File: src/rtl/interrupt_acknowledge_initiator.sv
// CPU-side driver of the 8259A interrupt acknowledge protocol. Generates the
// INTA# pulse train (2 pulses in 8086 mode, 3 in MCS-80 mode), samples the PIC
// data bus on the last low cycle of each pulse, and hands the assembled vector
// or CALL address to the CPU core through a valid/accept handshake.
module interrupt_acknowledge_initiator #(
  parameter int unsigned PULSE_LOW_CYCLES  = 4,
  parameter int unsigned PULSE_HIGH_CYCLES = 2,
  parameter logic [7:0]  CALL_OPCODE       = 8'hCD
) (
  input  logic        clock,
  input  logic        reset_n,
  input  logic        interrupt_to_cpu,
  input  logic        interrupt_enable,
  input  logic        u8086_mode,
  input  logic [7:0]  data_bus_in,
  output logic        interrupt_acknowledge_n,
  output logic        busy,
  output logic        vector_valid,
  input  logic        vector_accept,
  output logic [7:0]  vector_type,
  output logic [7:0]  call_opcode,
  output logic [15:0] call_address,
  output logic        opcode_error
);

  localparam int unsigned CNT_W = 4;
  localparam int unsigned IDX_W = 2;

  localparam logic [1:0] ST_IDLE       = 2'd0;
  localparam logic [1:0] ST_PULSE_LOW  = 2'd1;
  localparam logic [1:0] ST_PULSE_HIGH = 2'd2;
  localparam logic [1:0] ST_DONE       = 2'd3;

  // Terminal counts: the counter runs 0..N-1 inside each phase.
  localparam logic [CNT_W-1:0] LOW_LAST  = CNT_W'(PULSE_LOW_CYCLES - 1);
  localparam logic [CNT_W-1:0] HIGH_LAST = CNT_W'(PULSE_HIGH_CYCLES - 1);

  logic [1:0]       state_q, state_d;
  logic [CNT_W-1:0] cnt_q, cnt_d;
  logic [IDX_W-1:0] idx_q, idx_d;
  logic             mode_q, mode_d;
  logic             inta_n_q, inta_n_d;
  logic             busy_q, busy_d;
  logic             valid_q, valid_d;
  logic [7:0]       vector_type_q, vector_type_d;
  logic [7:0]       call_opcode_q, call_opcode_d;
  logic [15:0]      call_address_q, call_address_d;
  logic             opcode_error_q, opcode_error_d;

  logic             last_pulse;

  // Final pulse index depends on the mode latched at sequence start.
  always_comb begin
    last_pulse = mode_q ? (idx_q == IDX_W'(1)) : (idx_q == IDX_W'(2));
  end

  // Next-state, counter, capture and output computation.
  always_comb begin
    state_d        = state_q;
    cnt_d          = cnt_q;
    idx_d          = idx_q;
    mode_d         = mode_q;
    inta_n_d       = inta_n_q;
    valid_d        = valid_q;
    vector_type_d  = vector_type_q;
    call_opcode_d  = call_opcode_q;
    call_address_d = call_address_q;
    opcode_error_d = opcode_error_q;

    case (state_q)
      ST_IDLE: begin
        if (interrupt_to_cpu && interrupt_enable) begin
          state_d        = ST_PULSE_LOW;
          inta_n_d       = 1'b0;
          cnt_d          = '0;
          idx_d          = '0;
          mode_d         = u8086_mode;
          valid_d        = 1'b0;
          vector_type_d  = '0;
          call_opcode_d  = '0;
          call_address_d = '0;
          opcode_error_d = 1'b0;
        end
      end

      ST_PULSE_LOW: begin
        if (cnt_q == LOW_LAST) begin
          // Last low cycle: the PIC is driving the byte for this pulse.
          if (mode_q) begin
            // 8086: pulse 0 bus is floating and is dropped.
            if (idx_q == IDX_W'(1)) begin
              vector_type_d = data_bus_in;
            end
          end else begin
            case (idx_q)
              IDX_W'(0): begin
                call_opcode_d  = data_bus_in;
                opcode_error_d = (data_bus_in != CALL_OPCODE);
              end
              IDX_W'(1): call_address_d[7:0]  = data_bus_in;
              IDX_W'(2): call_address_d[15:8] = data_bus_in;
              default:   ;
            endcase
          end
          cnt_d    = '0;
          inta_n_d = 1'b1;
          if (last_pulse) begin
            state_d = ST_DONE;
            valid_d = 1'b1;
          end else begin
            state_d = ST_PULSE_HIGH;
          end
        end else begin
          cnt_d = cnt_q + CNT_W'(1);
        end
      end

      ST_PULSE_HIGH: begin
        if (cnt_q == HIGH_LAST) begin
          state_d  = ST_PULSE_LOW;
          inta_n_d = 1'b0;
          cnt_d    = '0;
          idx_d    = idx_q + IDX_W'(1);
        end else begin
          cnt_d = cnt_q + CNT_W'(1);
        end
      end

      ST_DONE: begin
        // Result held until the core takes it.
        if (valid_q && vector_accept) begin
          state_d = ST_IDLE;
          valid_d = 1'b0;
        end
      end

      default: begin
        state_d  = ST_IDLE;
        inta_n_d = 1'b1;
        valid_d  = 1'b0;
        cnt_d    = '0;
        idx_d    = '0;
      end
    endcase

    busy_d = (state_d != ST_IDLE);
  end

  // State and output registers with synchronous active-low reset.
  always_ff @(posedge clock) begin
    if (!reset_n) begin
      state_q        <= ST_IDLE;
      cnt_q          <= '0;
      idx_q          <= '0;
      mode_q         <= 1'b0;
      inta_n_q       <= 1'b1;
      busy_q         <= 1'b0;
      valid_q        <= 1'b0;
      vector_type_q  <= '0;
      call_opcode_q  <= '0;
      call_address_q <= '0;
      opcode_error_q <= 1'b0;
    end else begin
      state_q        <= state_d;
      cnt_q          <= cnt_d;
      idx_q          <= idx_d;
      mode_q         <= mode_d;
      inta_n_q       <= inta_n_d;
      busy_q         <= busy_d;
      valid_q        <= valid_d;
      vector_type_q  <= vector_type_d;
      call_opcode_q  <= call_opcode_d;
      call_address_q <= call_address_d;
      opcode_error_q <= opcode_error_d;
    end
  end

  assign interrupt_acknowledge_n = inta_n_q;
  assign busy                    = busy_q;
  assign vector_valid            = valid_q;
  assign vector_type             = vector_type_q;
  assign call_opcode             = call_opcode_q;
  assign call_address            = call_address_q;
  assign opcode_error            = opcode_error_q;

endmodule

File: config.mk
export PLATFORM = sky130hd
export DESIGN_NAME = interrupt_acknowledge_initiator
export DESIGN_NICKNAME = d
export VERILOG_FILES = /design/src/rtl/interrupt_acknowledge_initiator.sv
export SDC_FILE = /design/constraint.sdc
export NUM_CORES = 1
export LEC_CHECK = 0
export ABC_AREA = 1
export ABC_CLOCK_PERIOD_IN_PS = 3400
export CORE_MARGIN = 3
export CORE_UTILIZATION = 48
export DETAILED_ROUTE_END_ITERATION = 16
export PLACE_DENSITY = 0.8
export SLEW_MARGIN = 25
export SYNTH_ARGS = -nofsm -noshare
export SYNTH_HDL_FRONTEND = slang
export SYNTH_SLANG_ARGS = --single-unit
File: constraint.sdc
create_clock -name clock -period 3.4 [get_ports clock]
set_input_delay 0.68 -clock clock [delete_from_list [all_inputs] [get_ports clock]]
set_output_delay 0.68 -clock clock [all_outputs]
set_load 0.01 [all_outputs]
Word-level counts from Yosys, hierarchy flattened
Index checks and enable logic that the tools add are counted.

Muxes and demuxes: 40. Equal/unequal tests: 18. Add/subtract/negate cells: 2. Reduce and logical (&&, ||, !) cells: 18.

Operators by type and width (number): two-way mux 8 bit (8); two-way mux 16 bit (3); one-hot mux 16 bit (2 select lines) (1); one-hot mux 8 bit (2 select lines) (2); AND reduction 5 bit (5); != test 2 bit, second input constant (9); two-way mux 2 bit (6); two-way mux 4 bit (3); one-hot mux 4 bit (3 select lines) (1); two-way mux 1 bit (11); != test 8 bit, second input constant (1); one-hot mux 2 bit (4 select lines) (1); == test 2 bit, second input constant (3); one-hot mux 1 bit (3 select lines) (2); nonzero test 2 bit (3); nonzero test 3 bit (2); adder 4 x 1 -> 4 bit, second input constant (1); == test 2 x 1 -> 1 bit, second input constant (2); == test 4 x 1 -> 1 bit, second input constant (1); == test 4 x 2 -> 1 bit, second input constant (1); zero test 2 bit (2); one-hot mux 2 bit (2 select lines) (1); AND reduction 2 bit (2); AND reduction 4 bit (1); 5 further kinds (6).

Output and inout port bits: 36. Bits of input ports: 14. Bits in registers: 45.

Longest topological paths before layout
Depth in word-level cells: 6. Mapped depth: 9.

Worst setup path before layout
Ideal clock, no wire load.

Path type: input-to-reg. From: input port interrupt_to_cpu. To: register call_address_q[0], in the netlist call_address[0]. Setup time: 0.132 ns. Slack: 1.818 ns. Cell stages on the path: 5. Data required time: 3.268 ns. Data arrival time: 1.449 ns. Cells stage by stage: nand2_1 -> a21oi_4 -> nand3_1 -> nand2_1 -> a21oi_1.

Cells in the longest elaborated chain, start to end: 3.

RTL lines: from (decl) (RTL line 12) `input logic interrupt_to_cpu,`; logical AND 1 bit (RTL line 72) `if (interrupt_to_cpu && interrupt_enable) begin`; != test 2 bit (no line); AND reduction 5 bit (no line); to (signal assigned) (RTL line 173) `call_address_q <= call_address_d;`; to (decl) (RTL line 47) `logic [15:0] call_address_q, call_address_d;`.

Every way passes these cells. A chain may end at the register's enable or synchronous reset.

Worst setup path in the final report
From: register state_q[1]. To: register call_address_q[3], in the netlist call_address[3].

Cells in the longest elaborated chain, start to end: 3.

RTL lines: from (decl) (RTL line 38) `logic [1:0] state_q, state_d;`; from (signal assigned) (RTL line 164) `state_q <= state_d;`; == test 2 x 1 -> 1 bit or zero test 2 bit (tied branches) (RTL line 70) `case (state_q)`; != test 2 bit (no line) or nonzero test 2 bit (tied branches); AND reduction 5 bit (no line).

Parallel ways exist; a longest one is shown, timed or not.

==> results.toml <==
[outcome]
status = "complete, no violations"

[die]
rows = 24
fp.dieH_um = 74.31
start_util_pct = 50.39
die_w_um = 74.31
die-area_um2 = 5521
ios = 50
coreArea_um2 = 4444

[clocking]
cts_root_buffer = "clkbuf_8"
numCtsBuffers = 5
cts_num_sinks = 45
tritoncts = "built"
h-tree-depth = 2
clock_path_buffers = 2
cts_resized = 0
path_clk_slew_ns = 0.09
cts-hold-fix-buffers = 0
cts_setup_buffers = 0
clkLatencyLatePin_ns = 0.31

[grt]
grt_overflow = 0
grt_pass1_wl_mm = 8.811
grt_max_degree = 38
antenna_found_initial = 0
track_usage_pct = 20.40
grt_pass1_vias = 1924

[timing]
slew_headroom_pct = 54.96
final_max_slew_viol_count = 0
hold_viol_final = 0
hold_ws_ns = 0.4659
rsz0062_at_grt = "no"
finalCritPeriodShare_pct = 71.26
worst_pin_slew_ns = 0.6733
fin_skew_ns = 0.006398
fin_crit_ns = 2.423
fmax_mhz = 412.7
finalSetupViolCount = 0
fin_setup_tns_ns = 0

[route]
firstDrtPassIters = 5
drt_iter0_drc = 159
drc = 0
via_per_inst = 5.244
via_count = 2145
wl_per_cell_um = 13.16
antenna_left = 0
drt-total-wl_mm = 5.383

[setup_path]
start_kind = "flip-flop"
critical_path_class = "flip-flop to flip-flop"
crit_required_ns = 3.63
worstRegToRegCells = 6
cp_max_fo = 37
arrival_ns = 2.66
worstSetupEndpointType = "flip-flop"

[synth]
ys_seq_area_share_pct = 40.22
synthXorXnorAreaFrac_pct = 0.3911
syn_inst = 310
synth-compound-area-share_pct = 12.18
synth_area_um2 = 2240
ys_seq_elements = 45
synthMuxAreaShare_pct = 0
yosysWarnings = 0
synth_cell_types = 22
synth_top_family_by_area = "simple AND/OR/NAND/NOR gates"
synth_adder_area_share_pct = 6.145
syn_area_per_cell_um2 = 7.225
synth.net_count = 335
synthSimpleGateAreaFrac_pct = 31.23

[hold_path]
hold_path_class = "flip-flop to flip-flop"
min_path_cells = 2

[job]
cap_violations = 0

[place]
numPortBuffers = 49
dp_hpwl_mm = 3.817
globalplace.congestion = 0.8758
placed_area_um2 = 2729

[layout]
postLayoutCellArea_um2 = 2867
drive_above_1_share_pct = 5.322
antennaDiodeCount = 0
syn2layout_area_growth_pct = 27.99
fin_nets = 381

[power_and_ir_drop]
vdd_drop_max_uv = 255.2
static-leakage-power_nw = 1.170
p_per_area_nw_per_um2 = 468.9
## sequential cells by signal (all words and copies together) (netlist names)
signal,flops
busy,1
call_address,16
call_opcode,8
cnt_q,4
idx_q,2
interrupt_acknowledge_n,1
mode_q,1
opcode_error,1
state_q,2
vector_type,8
vector_valid,1
## layer usage
metal  global-route usage [%]  up-vias  share of wire (%)
met5                        0        -                  0
met4                    6.522        0                1.0
met3                    5.270        6                7.0
met2                    32.19       74                 45
met1                    27.43      946                 47
li1                         -     1119                  -
## worst paths after layout
kind	startpoint	end	slack (ns)
worst max register to register	state_q[1]$_SDFF_PN0_	call_address[3]$_SDFFE_PN0P_	0.98
worst min register to register	call_opcode[3]$_SDFFE_PN0P_	call_opcode[3]$_SDFFE_PN0P_	0.47
worst max-delay path	state_q[1]$_SDFF_PN0_	call_address[3]$_SDFFE_PN0P_	0.98
worst min-delay path	call_opcode[3]$_SDFFE_PN0P_	call_opcode[3]$_SDFFE_PN0P_	0.47
## kinds of logic (layout without fill, tap and decap cells)
group	after synthesis	after routing
compound gates	51	51
xor+xnor	1	1
fa+ha+maj	11	11
buf+inv	49	96
flops	45	45
simple gates	153	153
## critical path, cell delays in order (launching register included)
cell and delay [ns]:
dfxtp_1 0.34, inv_1 0.13, ha_1 0.59, nand2_2 0.57, nand3_1 0.46, nand2_1 0.10, a21oi_1 0.15
## synth_stat cells, drive strengths merged
library cell,count,area (um^2)
a21oi,40,211.5
buf,9,70.06
clkbuf,3,11.26
clkinv,1,3.750
dfxtp,45,900.9
ha,11,137.6
inv,36,135.1
nand2,84,320.3
nand3,14,75.07
nand4,35,219.0
nor2,18,72.57
o21ai,10,53.80
o21bai,1,7.510
or2,2,12.51
xor2,1,8.760
## metrics by stage
step,setup WS (ns),total power [mW],cells,util [%]
after floorplan,1.818,0.7751,310,-
after global placement,0.9932,0.8538,401,61.40
after detailed placement,0.9364,0.8581,401,61.40
after CTS,1.016,1.343,409,64.50
after global routing,0.7651,1.396,409,64.50
final,0.9770,1.344,409,64.50
## cells in the final DEF (no fill, tap or decap)
master           Yosys  routed
nor2_2               2       2
inv_6                0       1
o21ai_1              2       2
o21bai_1             1       1
xor2_1               1       1
nand3_2              1       1
nor2_1              16      16
bufinv_16            0       2
inv_1               36      36
nand3_1             13      13
clkbuf_8             0       5
ha_1                11      11
o21ai_0              7       7
nand4_1             35      35
nand2_1             82      82
nand2_2              2       2
buf_4                0       2
a21oi_4              1       1
a21oi_1             39      39
clkinv_1             1       1
o21ai_2              1       1
or2_2                2       2
clkdlybuf4s50_1      0      49
dfxtp_1             45      45
## report_power, final
part           switching, mW  internal [mW]  total (mW)
logic                  0.180          0.101       0.282
clock network          0.197          0.296       0.493
registers             0.0172          0.552       0.569
total                  0.394          0.950        1.34
## cell type report
class                           count  area, um^2
Clock buffer                        5       68.82
Clock inverter                      3       68.82
Fill cell                         414        1578
Inverter                           37       138.9
Multi-Input combinational cell    216        1119
Sequential cell                    45       900.9
Tap cell                           52       65.06
Timing Repair Buffer               51       505.5
No activity file was read; power rests on OpenSTA's default activity.
